<file path="config.mk">
export PLATFORM = sky130hd
export DESIGN_NAME = core_axi_read_arbiter
export DESIGN_NICKNAME = d
export VERILOG_FILES = /design/src/rtl/core_pkg.sv /design/src/rtl/core_rr_arbiter2.sv /design/src/rtl/core_axi_read_arbiter.sv
export SDC_FILE = /design/constraint.sdc
export NUM_CORES = 1
export LEC_CHECK = 0
export CELL_PAD_IN_SITES_DETAIL_PLACEMENT = 0
export CELL_PAD_IN_SITES_GLOBAL_PLACEMENT = 1
export CORE_MARGIN = 3
export CORE_UTILIZATION = 24
export DETAILED_ROUTE_END_ITERATION = 10
export PLACE_DENSITY_LB_ADDON = 0.25
export SLEW_MARGIN = 20
export SYNTH_ARGS = -nofsm -noshare
export SYNTH_HDL_FRONTEND = slang
export SYNTH_HIERARCHICAL = 1
export SYNTH_SLANG_ARGS = --single-unit
</file>
<file path="constraint.sdc">
create_clock -name clk -period 3.2 [get_ports clk]
set_input_delay 0.48 -clock clk [delete_from_list [all_inputs] [get_ports clk]]
set_output_delay 0.48 -clock clk [all_outputs]
set_load 0.05 [all_outputs]
</file>
<file path="src/rtl/core_pkg.sv">
// rtl/core_pkg.sv - shared widths, requester ids and read-arbiter state type
package core_pkg;
    localparam int ADDR_WIDTH = 32;
    localparam int DATA_WIDTH = 32;

    localparam int REQ_FETCH = 0;
    localparam int REQ_LOAD  = 1;

    typedef enum logic [1:0] {
        ARB_IDLE,
        ARB_ADDR,
        ARB_DATA
    } arb_state_t;
endpackage

</file>
<file path="src/rtl/core_rr_arbiter2.sv">
// rtl/core_rr_arbiter2.sv - two-way combinational round-robin pick
module core_rr_arbiter2 (
    input  logic [1:0] req,
    input  logic       prio,
    output logic [1:0] gnt,
    output logic       index
);
    always_comb begin
        // A lone requester wins outright; prio only breaks a tie.
        index = (req == 2'b11) ? prio : req[1];
        gnt   = 2'b00;
        if (req != 2'b00) begin
            gnt = index ? 2'b10 : 2'b01;
        end
    end
endmodule

</file>
<file path="src/rtl/core_axi_read_arbiter.sv">
// rtl/core_axi_read_arbiter.sv - fetch/load AXI-lite read-port arbiter with latched address
module core_axi_read_arbiter
    import core_pkg::*;
#(
    parameter int ADDR_WIDTH = core_pkg::ADDR_WIDTH,
    parameter int DATA_WIDTH = core_pkg::DATA_WIDTH
) (
    input  logic                    clk,
    input  logic                    rst,
    input  logic [1:0]              S_ARVALID,
    input  logic [2*ADDR_WIDTH-1:0] S_ARADDR,
    output logic [1:0]              S_ARREADY,
    output logic [1:0]              S_RVALID,
    output logic [2*DATA_WIDTH-1:0] S_RDATA,
    input  logic [1:0]              S_RREADY,
    output logic                    M_ARVALID,
    output logic [ADDR_WIDTH-1:0]   M_ARADDR,
    input  logic                    M_ARREADY,
    input  logic                    M_RVALID,
    input  logic [DATA_WIDTH-1:0]   M_RDATA,
    output logic                    M_RREADY
);
    arb_state_t            state_q;
    logic                  prio_q;
    logic                  grant_q;
    logic [ADDR_WIDTH-1:0] addr_q;

    logic [1:0]            gnt;
    logic                  gnt_idx;
    logic [ADDR_WIDTH-1:0] win_addr;
    logic                  sel_rready;

    core_rr_arbiter2 u_rr (
        .req   (S_ARVALID),
        .prio  (prio_q),
        .gnt   (gnt),
        .index (gnt_idx)
    );

    assign win_addr   = gnt_idx ? S_ARADDR[2*ADDR_WIDTH-1:ADDR_WIDTH] : S_ARADDR[ADDR_WIDTH-1:0];
    assign sel_rready = grant_q ? S_RREADY[1] : S_RREADY[0];

    always_comb begin
        S_ARREADY = 2'b00;
        S_RVALID  = 2'b00;
        S_RDATA   = '0;
        M_ARVALID = 1'b0;
        M_ARADDR  = '0;
        M_RREADY  = 1'b0;
        case (state_q)
            ARB_IDLE: S_ARREADY = rst ? 2'b00 : gnt;
            ARB_ADDR: begin
                M_ARVALID = 1'b1;
                M_ARADDR  = addr_q;
            end
            ARB_DATA: begin
                // R channel is a pure pass-through to the granted requester only.
                M_RREADY = sel_rready;
                if (grant_q) begin
                    S_RVALID[1]                        = M_RVALID;
                    S_RDATA[2*DATA_WIDTH-1:DATA_WIDTH] = M_RDATA;
                end else begin
                    S_RVALID[0]              = M_RVALID;
                    S_RDATA[DATA_WIDTH-1:0]  = M_RDATA;
                end
            end
            default: ;
        endcase
    end

    always_ff @(posedge clk) begin
        if (rst) begin
            state_q <= ARB_IDLE;
            prio_q  <= 1'(REQ_FETCH);
            grant_q <= 1'(REQ_FETCH);
            addr_q  <= '0;
        end else begin
            case (state_q)
                ARB_IDLE: begin
                    if (S_ARVALID != 2'b00) begin
                        addr_q  <= win_addr;
                        grant_q <= gnt_idx;
                        state_q <= ARB_ADDR;
                    end
                end
                ARB_ADDR: begin
                    if (M_ARREADY) begin
                        state_q <= ARB_DATA;
                    end
                end
                ARB_DATA: begin
                    if (M_RVALID && sel_rready) begin
                        // Favour the other requester on the next tie.
                        prio_q  <= ~grant_q;
                        state_q <= ARB_IDLE;
                    end
                end
                default: state_q <= ARB_IDLE;
            endcase
        end
    end
endmodule

</file>
# ---- Yosys cells after proc, flatten, opt, wreduce, memory -nomap -nowiden
# Index checks and enable logic that the tools add are counted.
dict set report word_totals {
  out_inout_bits 102
  inputBits 104
  word_cells 37
  regBits 36
}
dict set report op_classes {
  mux 20
  bitwise_logic 1
  eq_ne 6
  n_reduce_logical 6
}
# operator n
set ops {}
lappend ops {{$mux W32} 4}
lappend ops {{$mux W64} 1}
lappend ops {{$mux W2} 8}
lappend ops {{$mux W1} 6}
lappend ops {{$ne A2 B2 Y1 const B} 3}
lappend ops {{$pmux W2 S3} 1}
lappend ops {{$eq A2 B2 Y1 const B} 2}
lappend ops {{$reduce_and A2 Y1} 2}
lappend ops {{$reduce_and A3 Y1} 1}
lappend ops {{$eq A2 B1 Y1 const B} 1}
lappend ops {{$logic_not A2 Y1} 1}
lappend ops {{$reduce_bool A2 Y1} 1}
lappend ops {{$logic_and A1 B1 Y1} 1}
lappend ops {{$not A1 Y1} 1}

# ---- Logic depth before layout (Yosys ltp)
# Gate-level depths: netlist (run 1).
dict set report logic_depth {
  word_depth 6
  ltp_mapped 6
  mapped_depth_nobuf 4
}

# ---- Modules after synthesis
# The synthesis (run 1) kept the hierarchy.
# module n_inst area_per_inst_um2 seq_area_each_um2 cells_each
set by_module_without_submodules {}
lappend by_module_without_submodules {core_axi_read_arbiter 1 2512.4 720.7 284}
lappend by_module_without_submodules {core_rr_arbiter2 1 26.3 0.0 4}

# ---- Least setup slack after synthesis (run 1)
# No wires, ideal clock.
dict set report synth_path {
  path_type {input -> output}
  from {in rst}
  to {out S_ARREADY[0]}
  required_time_ns 2.720
  arrival_ns 2.271
  path_stages 2
  path_buffers 1
  path_slack_ns 0.449
  cell_sequence {buf_2 > nor4b_1}
}
dict set report synth_between {
  elab_chain_len 2
}
# element line
set synth_lines {}
lappend synth_lines {{start, declared} core_axi_read_arbiter.sv:9} ;# input logic rst,
lappend synth_lines {{$mux W2} core_axi_read_arbiter.sv:51} ;# ARB_IDLE: S_ARREADY = rst ? 2'b00 : gnt;
lappend synth_lines {{$mux W2} core_axi_read_arbiter.sv:50} ;# case (state_q)
lappend synth_lines {{end, declared} core_axi_read_arbiter.sv:12} ;# output logic [1:0] S_ARREADY,
# No other way between the ends.

# ---- Final worst setup path (run 1)
dict set report layout_path {
  from {reg state_q[0]}
  to {out M_ARADDR[8]}
}
dict set report layout_between {
  elab_chain_len 2
}
# element line
set layout_lines {}
lappend layout_lines {{start, declared} core_axi_read_arbiter.sv:23} ;# arb_state_t state_q;
lappend layout_lines {{start signal, assigned} core_axi_read_arbiter.sv:73} ;# state_q <= ARB_IDLE;
lappend layout_lines {{start signal, assigned} core_axi_read_arbiter.sv:83} ;# state_q <= ARB_ADDR;
lappend layout_lines {{start signal, assigned} core_axi_read_arbiter.sv:88} ;# state_q <= ARB_DATA;
lappend layout_lines {{$eq A2 B1 Y1} core_axi_read_arbiter.sv:50}
lappend layout_lines {{$mux W32} core_axi_read_arbiter.sv:50}
lappend layout_lines {{end, declared} core_axi_read_arbiter.sv:17} ;# output logic [ADDR_WIDTH-1:0] M_ARADDR,
# No other way between the ends.

==> results of run 1 <==
sequential cells by signal, summed over array words and instances, names as in the netlist:
register and count:
addr_q 32, state_q 2, grant_q 1, prio_q 1
per-layer routing:
metal  global-route usage [%]  share of wire [%]
met5                        0                  0
met4                     2.16               0.53
met3                     4.97                 11
met2                     25.6                 49
met1                     17.1                 39
power by group:
| part | switching (µW) | internal, µW | total, µW |
|---|---|---|---|
| sequential | 26.0 | 502 | 528 |
| combinational | 349 | 288 | 636 |
| clock | 167 | 175 | 342 |
final timing paths:
check / endpoint / depth (start not counted)
setup reg to reg: addr_q[8] / 4
hold / removal: addr_q[8] / 2
hold reg to reg: addr_q[8] / 2
setup / recovery: M_ARADDR[8] / 4
tightest hold or removal path: stages, from the launching register on:
cell and delay [ns]:
sky130_fd_sc_hd__dfxtp_1 0.31, sky130_fd_sc_hd__a21oi_1 0.11, sky130_fd_sc_hd__a211oi_1 0.06
cells in the mapped netlist, drive strengths merged (2+ instances only):
master | count | area share [%]
a211oi | 32 | 15
a21boi | 3 | 0.89
a21oi | 34 | 6.7
and2 | 97 | 24
buf | 15 | 4.1
clkbuf | 13 | 1.9
dfxtp | 36 | 28
inv | 4 | 0.59
mux2i | 33 | 13
nor2 | 5 | 0.84
nor2b | 2 | 0.49
nor3 | 2 | 0.39
nor4b | 2 | 0.69
logic make-up (layout without fill, tap and decap cells):
logic type / after synthesis / count (layout) / share of synthesized area [%]
DFF: 36 / 36 / 28.4
buffers and inverters: 32 / 225 / 6.65
muxes: 33 / 33 / 13.0
AOI/OAI and AO/OA: 74 / 74 / 24.4
and+or+nand+nor: 113 / 113 / 27.6
stage by stage:
stage / total power, µW / cells / util, % / hold WS (ns)
floorplan: 931 / 288 / - / 0.490
global placement: 1180 / 606 / 45.0 / 0.503
detailed placement: 1180 / 606 / 45.0 / 0.513
CTS: 1540 / 614 / 46.0 / 0.526
global route: 1600 / 614 / 46.0 / 0.525
finish: 1510 / 614 / 46.0 / 0.525
final cells by class:
cell class,instances,area [µm²]
inverter,4,15.0
clock inverter,1,7.51
fill,974,5430
multi-input combinational,220,1670
sequential,36,721
clock buffer,7,86.3
timing repair buffer,213,1950
tap,133,166
==> insert_results.sql, run 1 <==
INSERT INTO impl_metrics (metric_group, metric, value, unit) VALUES
('finish', 'areaGrowthSynthToFinish', '81.9', '%'),
('finish', 'layout.cell_area.non_filler', '0.00462', 'mm²'),
('setup_path', 'timing.reg2reg.setup_slack', '1.29', 'ns'),
('synth', 'async_reset_ff_share', '0', '%'),
('pwr', 'power.leakage', '0.00187', 'µW'),
('detailed_routing', 'dr.first_iter.drc_count', '119', ''),
('pwr', 'power_density', '326', 'mW/mm²'),
('clock_network', 'cts.reportedPaths.clkPinSlew', '0.08', 'ns'),
('clock_network', 'cts_tree', 'done', ''),
('clock_network', 'htree_num_levels', '2', ''),
('detailed_routing', 'wl_per_cell', '14.8', 'µm'),
('clock_network', 'cts_max_path_buffers', '2', ''),
('sta', 'max_slew_margin_vs_limit', '63.8', '%'),
('placement', 'finalWeightedCongestion', '0.696', ''),
('detailed_routing', 'drc', '0', ''),
('setup_path', 'startpoint_type', 'flip-flop', ''),
('global_route', 'antenna_found_initial', '0', ''),
('setup_path', 'cpLargestDelayFamily', 'buffers and inverters', ''),
('finish', 'nets', '584', ''),
('synth', 'primary_ff_master_synth', 'sky130_fd_sc_hd__dfxtp_1', ''),
('setup_path', 'startpoint_of_the_worst_setup_timing_path', 'state_q[0]', ''),
('global_route', 'grt_pass1_vias', '2746', ''),
('sta', 'setup_slack_of_the_critical_path_after_layout', '0.409', 'ns'),
('synth', 'synth.cell_area', '0.00254', 'mm²'),
('sta', 'setup_repair_after_global_routing_missed_its_margin', 'false', ''),
('clock_network', 'clock_sink_count', '36', ''),
('setup_path', 'max_stage_delay', '0.81', 'ns'),
('floorplan', 'placeableCoreArea', '0.0100', 'mm²'),
('global_route', 'grt_start_max_net_pins', '33', ''),
('clock_network', 'clkLatencyLatePin', '0.28', 'ns'),
('synth', 'synth.yosys.seq_area_share', '28.4', '%'),
('detailed_routing', 'vias_after_detailed_routing', '2749', ''),
('finish', 'most_frequent_standard_cell_in_the_layout_excluding_fill_and_tap_cells', 'sky130_fd_sc_hd__clkdlybuf4s50_1', ''),
('sta', 'worstMarginPinSlew', '0.544', 'ns'),
('outcome', 'run_status', 'completed', ''),
('setup_path', 'critical_path_class', 'reg -> out', ''),
('placement', 'dp_hpwl', '7070', 'µm'),
('finish', 'mostFrequentLayoutCells', 'sky130_fd_sc_hd__clkdlybuf4s50_1 (138), sky130_fd_sc_hd__and2_1 (96), sky130_fd_sc_hd__buf_4 (73)', ''),
('setup_path', 'crit_required', '2.72', 'ns'),
('sta', 'slew_viol_final', '0', ''),
('finish', 'antennaDiodeCount', '0', ''),
('pwr', 'power.ir.vdd_worst', '0.000156', 'V'),
('floorplan', 'floorplan.io_pins', '206', ''),
('floorplan', 'std_cell_rows', '36', ''),
('detailed_routing', 'drt.antenna.violating_nets', '0', ''),
('floorplan', 'chipWidth', '109', 'µm'),
('clock_network', 'clock_tree.root_cell', 'sky130_fd_sc_hd__clkbuf_8', ''),
('synth', 'postSynthRegisterBits', '36', ''),
('detailed_routing', 'via_per_inst', '4.48', ''),
('clock_network', 'post_cts_hold_buffer_count', '0', ''),
('placement', 'dpl-instance-area', '0.00452', 'mm²'),
('floorplan', 'die-area', '0.0118', 'mm²'),
('placement', 'pre_cts_ws', '0.605', 'ns'),
('setup_path', 'slowest_cp_cell', 'sky130_fd_sc_hd__clkdlybuf4s50_1', ''),
('floorplan', 'die_height', '109', 'µm'),
('detailed_routing', 'drt_first_pass_iters', '4', ''),
('global_route', 'all_layer_gr_usage', '14.4', '%'),
('sta', 'report.final.hold_viol_count', '0', ''),
('clock_network', 'postCtsSetupBuffers', '0', ''),
('setup_path', 'cp_num_buf_inv', '2', ''),
('sta', 'final_setup_violation_count', '0', ''),
('global_route', 'global_route.overflow_total', '0', ''),
('hold_path', 'timing.hold.worst.class', 'reg -> reg', ''),
('detailed_routing', 'finalWirelength', '9080', 'µm'),
('setup_path', 'worst_setup_path_end_kind', 'output port', ''),
('placement', 'portbufs', '205', ''),
('sta', 'min_period_over_period', '87.2', '%'),
('synth', 'post_synth_inst_count', '288', ''),
('sta', 'skew', '0.00723', 'ns'),
('synth', 'synth_cell_type_count', '29', ''),
('floorplan', 'floorplan.initialDensity', '25.3', '%');
(Power assumes the default switching activity.)
==> run 2, diff against run 1 <==
- CORE_ASPECT_RATIO: unset -> 2
==> insert_results.sql, run 2 (synthesized netlist as in run 1, its figures left out) <==
INSERT INTO impl_metrics (metric_group, metric, value, unit) VALUES
('outcome', 'run_status', 'completed', ''),
('hold_path', 'timing.hold.worst.class', 'reg -> reg', ''),
('clock_network', 'htree_num_levels', '2', ''),
('setup_path', 'startpoint_type', 'input port', ''),
('clock_network', 'clock_sink_count', '36', ''),
('floorplan', 'floorplan.initialDensity', '24.9', '%'),
('placement', 'dpl.cell_count', '607', ''),
('clock_network', 'clock_tree.root_cell', 'sky130_fd_sc_hd__clkbuf_16', ''),
('setup_path', 'crit_required', '2.72', 'ns'),
('placement', 'dp_hpwl', '7530', 'µm'),
('clock_network', 'clkLatencyLatePin', '0.28', 'ns'),
('floorplan', 'floorplan.io_pins', '206', ''),
('clock_network', 'postCtsSetupBuffers', '0', ''),
('clock_network', 'cts-buffers-inserted', '5', ''),
('finish', 'areaGrowthSynthToFinish', '86.2', '%'),
('detailed_routing', 'wl_per_cell', '15.6', 'µm'),
('finish', 'layout_top_registers', 'addr_q (32), state_q (2)', ''),
('finish', 'regMostFlops', 'addr_q', ''),
('finish', 'finish.cell_count_without_fillers', '615', ''),
('detailed_routing', 'dr.first_iter.drc_count', '50', ''),
('sta', 'worstMarginPinSlew', '0.597', 'ns'),
('detailed_routing', 'finalWirelength', '9590', 'µm'),
('floorplan', 'placeableCoreArea', '0.0102', 'mm²'),
('placement', 'pre_cts_ws', '0.357', 'ns'),
('sta', 'slew_viol_final', '0', ''),
('sta', 'max_slew_margin_vs_limit', '60.2', '%'),
('setup_path', 'r2r-start', 'prio_q', ''),
('global_route', 'grt_start_max_net_pins', '38', ''),
('finish', 'multi_input_area', '0.00166', 'mm²'),
('global_route', 'all_layer_gr_usage', '16.1', '%'),
('setup_path', 'max_stage_delay', '0.86', 'ns'),
('floorplan', 'die_height', '151', 'µm'),
('sta', 'hold_ws', '0.523', 'ns'),
('finish', 'mostFrequentLayoutCells', 'sky130_fd_sc_hd__clkdlybuf4s50_1 (140), sky130_fd_sc_hd__and2_1 (96), sky130_fd_sc_hd__buf_4 (68)', ''),
('floorplan', 'chipWidth', '78.7', 'µm'),
('clock_network', 'cts_max_path_buffers', '2', ''),
('finish', 'antennaDiodeCount', '0', ''),
('sta', 'final.setup.tns', '0', 'ns'),
('detailed_routing', 'via_per_inst', '4.53', ''),
('setup_path', 'cpLargestDelayFamily', 'buffers and inverters', ''),
('setup_path', 'cp_cell_sequence', 'clkdlybuf4s50_1, a21boi_0, nor4b_1, clkdlybuf4s50_1', ''),
('sta', 'final_period_minus_worst_setup_slack', '2.81', 'ns'),
('finish', 'largest_register_ffs', '32', ''),
('placement', 'portbufs', '205', ''),
('sta', 'setup_repair_after_global_routing_missed_its_margin', 'false', ''),
('finish', 'drive_gt1_share', '23.8', '%'),
('detailed_routing', 'drc', '0', ''),
('sta', 'min_period_over_period', '88.0', '%'),
('finish', 'ff_latch_area', '721', 'µm²'),
('clock_network', 'post_cts_hold_buffer_count', '0', ''),
('global_route', 'global_route.overflow_total', '0', ''),
('detailed_routing', 'drt.antenna.violating_nets', '0', ''),
('sta', 'skew', '0.00541', 'ns'),
('sta', 'max_freq', '0.355', 'GHz'),
('sta', 'report.final.hold_viol_count', '0', ''),
('clock_network', 'cts_tree', 'done', ''),
('setup_path', 'critical_path_class', 'in -> out', ''),
('sta', 'final_setup_violation_count', '0', ''),
('flow_run', 'max-cap-violations', '0', ''),
('clock_network', 'cts_resizes', '0', ''),
('detailed_routing', 'vias_after_detailed_routing', '2787', ''),
('global_route', 'antenna_found_initial', '0', ''),
('pwr', 'power.leakage', '0.00191', 'µW'),
('pwr', 'power.ir.vdd_worst', '0.000183', 'V'),
('sta', 'setup_slack_of_the_critical_path_after_layout', '0.385', 'ns'),
('setup_path', 'cp_data_arrival_time', '2.33', 'ns'),
('clock_network', 'cts.reportedPaths.clkPinSlew', '0.06', 'ns'),
('floorplan', 'die-area', '0.0119', 'mm²'),
('detailed_routing', 'drt_first_pass_iters', '2', ''),
('placement', 'finalWeightedCongestion', '0.700', ''),
('setup_path', 'cp_num_buf_inv', '2', ''),
('setup_path', 'startpoint_of_the_worst_setup_timing_path', 'S_ARVALID[0]', ''),
('pwr', 'power_density', '372', 'mW/mm²'),
('pwr', 'power', '1760', 'µW'),
('setup_path', 'worst-path-max-fanout', '4', ''),
('floorplan', 'std_cell_rows', '52', ''),
('hold_path', 'startpoint_of_the_lowest_slack_hold_path', 'addr_q[7]', ''),
('finish', 'most_frequent_standard_cell_in_the_layout_excluding_fill_and_tap_cells', 'sky130_fd_sc_hd__clkdlybuf4s50_1', ''),
('setup_path', 'worst_setup_path_end_kind', 'output port', ''),
('global_route', 'grt_pass1_vias', '2996', ''),
('finish', 'nets', '583', ''),
('global_route', 'grt_pass1_wl', '15000', 'µm'),
('setup_path', 'crit_path_frequent_cell', 'sky130_fd_sc_hd__clkdlybuf4s50_1', ''),
('finish', 'fillcell_total', '1042', ''),
('setup_path', 'slowest_cp_cell', 'sky130_fd_sc_hd__clkdlybuf4s50_1', '');
run 2: worst reg2reg max path, cell delays in order, from the launching register on:
cell and delay, ns:
sky130_fd_sc_hd__dfxtp_1 0.34, sky130_fd_sc_hd__inv_1 0.08, sky130_fd_sc_hd__a21boi_4 0.14, sky130_fd_sc_hd__buf_4 0.49, sky130_fd_sc_hd__mux2i_1 0.40, sky130_fd_sc_hd__a211oi_2 0.11
run 2: layout make-up:
class | count | area share (%)
inverters | 4 | 0.318
multi-input cells | 220 | 35.2
flip-flops and latches | 36 | 15.2
well taps | 135 | 3.57
clock inverters | 1 | 0.635
repair buffers | 212 | 41.8
clock buffers | 7 | 3.23
run 2: worst paths after layout:
| check | to | slack (ns) | cells past startpoint |
|---|---|---|---|
| min reg2reg | addr_q[7] | 0.52 | 2 |
| max reg2reg | addr_q[22] | 1.51 | 5 |
| min | addr_q[7] | 0.52 | 2 |
| max | S_ARREADY[0] | 0.39 | 4 |
run 2: through the flow:
stage	util, %	area (µm²)
after global routing	46.3	4730
after global placement	44.5	4540
after CTS	46.3	4730
final	46.3	4730
after floorplan	-	2540
after detailed placement	44.5	4540
run 2: metal layers:
layer / part of all wire (%) / global-route usage [%] / vias up
li1: - / - / 1375
met1: 31 / 14.8 / 1258
met2: 57 / 32.4 / 148
met3: 10 / 5.03 / 6
met4: 1.3 / 4.99 / 0
met5: 0 / 0 / -
run 2: where the power goes:
| part | switching (µW) | internal, µW |
|---|---|---|
| Combinational | 352 | 285 |
| Clock | 183 | 410 |
| Sequential | 25.8 | 502 |
==> run 3, diff against run 2 <==
- RECOVER_POWER: unset -> 25
==> insert_results.sql, run 3 (synthesized netlist as in run 1, its figures left out) <==
INSERT INTO impl_metrics (metric_group, metric, value, unit) VALUES
('finish', 'drive_gt1_share', '22.9', '%'),
('global_route', 'grt_pass1_vias', '2996', ''),
('setup_path', 'slowest_cp_cell', 'sky130_fd_sc_hd__clkdlybuf4s50_1', ''),
('setup_path', 'cp_num_buf_inv', '2', ''),
('outcome', 'run_status', 'complete, but fails checks', ''),
('sta', 'hold_ws', '0.524', 'ns'),
('sta', 'worstMarginPinSlew', '1.64', 'ns'),
('detailed_routing', 'dr.first_iter.drc_count', '59', ''),
('sta', 'max_freq', '0.346', 'GHz'),
('sta', 'final_period_minus_worst_setup_slack', '2.89', 'ns'),
('finish', 'antennaDiodeCount', '0', ''),
('finish', 'regMostFlops', 'addr_q', ''),
('detailed_routing', 'drt_first_pass_iters', '4', ''),
('floorplan', 'die_height', '151', 'µm'),
('finish', 'largest_register_ffs', '32', ''),
('clock_network', 'clkLatencyLatePin', '0.28', 'ns'),
('clock_network', 'postCtsSetupBuffers', '0', ''),
('flow_run', 'max-cap-violations', '1', ''),
('detailed_routing', 'via_per_inst', '4.54', ''),
('sta', 'report.final.hold_viol_count', '0', ''),
('detailed_routing', 'vias_after_detailed_routing', '2793', ''),
('setup_path', 'cp_data_arrival_time', '2.41', 'ns'),
('clock_network', 'cts_tree', 'done', ''),
('finish', 'most_frequent_standard_cell_in_the_layout_excluding_fill_and_tap_cells', 'sky130_fd_sc_hd__clkdlybuf4s50_1', ''),
('detailed_routing', 'wl_per_cell', '15.6', 'µm'),
('setup_path', 'critical_path_class', 'in -> out', ''),
('setup_path', 'cpLargestDelayFamily', 'buffers and inverters', ''),
('sta', 'min_period_over_period', '90.2', '%'),
('finish', 'areaGrowthSynthToFinish', '85.5', '%'),
('outcome', 'violations', 'max-capacitance violations, max-slew violations', ''),
('detailed_routing', 'drt.antenna.violating_nets', '0', ''),
('clock_network', 'cts.reportedPaths.clkPinSlew', '0.06', 'ns'),
('detailed_routing', 'finalWirelength', '9580', 'µm'),
('global_route', 'all_layer_gr_usage', '16.1', '%'),
('sta', 'slew_viol_final', '36', ''),
('hold_path', 'timing.hold.worst.class', 'reg -> reg', ''),
('finish', 'finish.cell_count_without_fillers', '615', ''),
('finish', 'postLayoutCoreUtil', '46.1', '%'),
('placement', 'dpl.cell_count', '607', ''),
('global_route', 'antenna_found_initial', '0', ''),
('sta', 'skew', '0.00530', 'ns'),
('floorplan', 'std_cell_rows', '52', ''),
('floorplan', 'placeableCoreArea', '0.0102', 'mm²'),
('floorplan', 'die-area', '0.0119', 'mm²'),
('clock_network', 'cts-buffers-inserted', '5', ''),
('sta', 'setup_repair_after_global_routing_missed_its_margin', 'false', ''),
('clock_network', 'clock_tree.root_cell', 'sky130_fd_sc_hd__clkbuf_16', ''),
('placement', 'portbufs', '205', ''),
('sta', 'final.setup.tns', '0', 'ns'),
('setup_path', 'worst-path-max-fanout', '4', ''),
('pwr', 'power.ir.vdd_worst', '0.000183', 'V'),
('setup_path', 'crit_required', '2.72', 'ns'),
('floorplan', 'chipWidth', '78.7', 'µm'),
('setup_path', 'startpoint_type', 'input port', ''),
('pwr', 'power_density', '372', 'mW/mm²'),
('clock_network', 'htree_num_levels', '2', ''),
('pwr', 'power', '1750', 'µW'),
('clock_network', 'cts_max_path_buffers', '2', ''),
('finish', 'mostFrequentLayoutCells', 'sky130_fd_sc_hd__clkdlybuf4s50_1 (138), sky130_fd_sc_hd__and2_1 (96), sky130_fd_sc_hd__buf_4 (67)', ''),
('sta', 'final_setup_violation_count', '0', ''),
('floorplan', 'floorplan.initialDensity', '24.9', '%'),
('placement', 'dp_hpwl', '7530', 'µm'),
('setup_path', 'worst_setup_path_end_kind', 'output port', ''),
('finish', 'nets', '583', ''),
('global_route', 'grt_pass1_wl', '15000', 'µm'),
('clock_network', 'post_cts_hold_buffer_count', '0', ''),
('pwr', 'power.leakage', '0.00190', 'µW'),
('floorplan', 'floorplan.io_pins', '206', ''),
('detailed_routing', 'drc', '0', ''),
('global_route', 'global_route.overflow_total', '0', ''),
('setup_path', 'max_stage_delay', '0.86', 'ns'),
('setup_path', 'cp_cell_sequence', 'dlygate4sd3_1, a21boi_0, nor4b_1, clkdlybuf4s50_1', ''),
('sta', 'max_slew_margin_vs_limit', '-9.25', '%'),
('placement', 'finalWeightedCongestion', '0.700', ''),
('finish', 'layout_top_registers', 'addr_q (32), state_q (2)', ''),
('global_route', 'grt_start_max_net_pins', '38', ''),
('clock_network', 'clock_sink_count', '36', ''),
('clock_network', 'cts_resizes', '0', '');
run 3: worst paths after layout:
check | from | endpoint | slack, ns | cells after the start
min | addr_q[7] | addr_q[7] | 0.52 | 2
max | S_ARVALID[0] | S_ARREADY[0] | 0.31 | 4
max reg2reg | prio_q | addr_q[22] | 1.50 | 5
min reg2reg | addr_q[7] | addr_q[7] | 0.52 | 2
run 3: metrics by stage:
step,cell area [µm²],worst slack [ns]
floorplan,2540,0.449
global placement,4540,0.388
detailed placement,4540,0.357
CTS,4730,0.369
global route,4710,0.155
finish,4710,0.313
run 3: power by group:
part / internal, µW / switching (µW) / leakage (µW)
combinational: 282 / 350 / 0.00152
sequential: 503 / 25.8 / 0.000299
clock: 410 / 181 / 0.0000901
total: 1190 / 557 / 0.00190
run 3: layer usage:
metal  track usage (%)  share of wire, %  vias up
met2              32.4                57      148
li1                  -                 -     1376
met4              4.99               1.3        0
met1              14.8                31     1263
met3              5.03                10        6
met5                 0                 0        -
run 3: worst register-to-register path, cell delays in order (launching register included):
cell and delay [ns]:
sky130_fd_sc_hd__dfxtp_1 0.34, sky130_fd_sc_hd__inv_1 0.08, sky130_fd_sc_hd__a21boi_4 0.14, sky130_fd_sc_hd__buf_4 0.48
sky130_fd_sc_hd__mux2i_1 0.40, sky130_fd_sc_hd__a211oi_2 0.11
run 3: layout make-up:
type | instances | area [µm²]
tap | 135 | 169
clock inverter | 1 | 30.0
inverter | 4 | 15.0
timing repair buffer | 212 | 1970
fill | 1047 | 5510
clock buffer | 7 | 153
multi-input combinational | 220 | 1650
sequential | 36 | 721
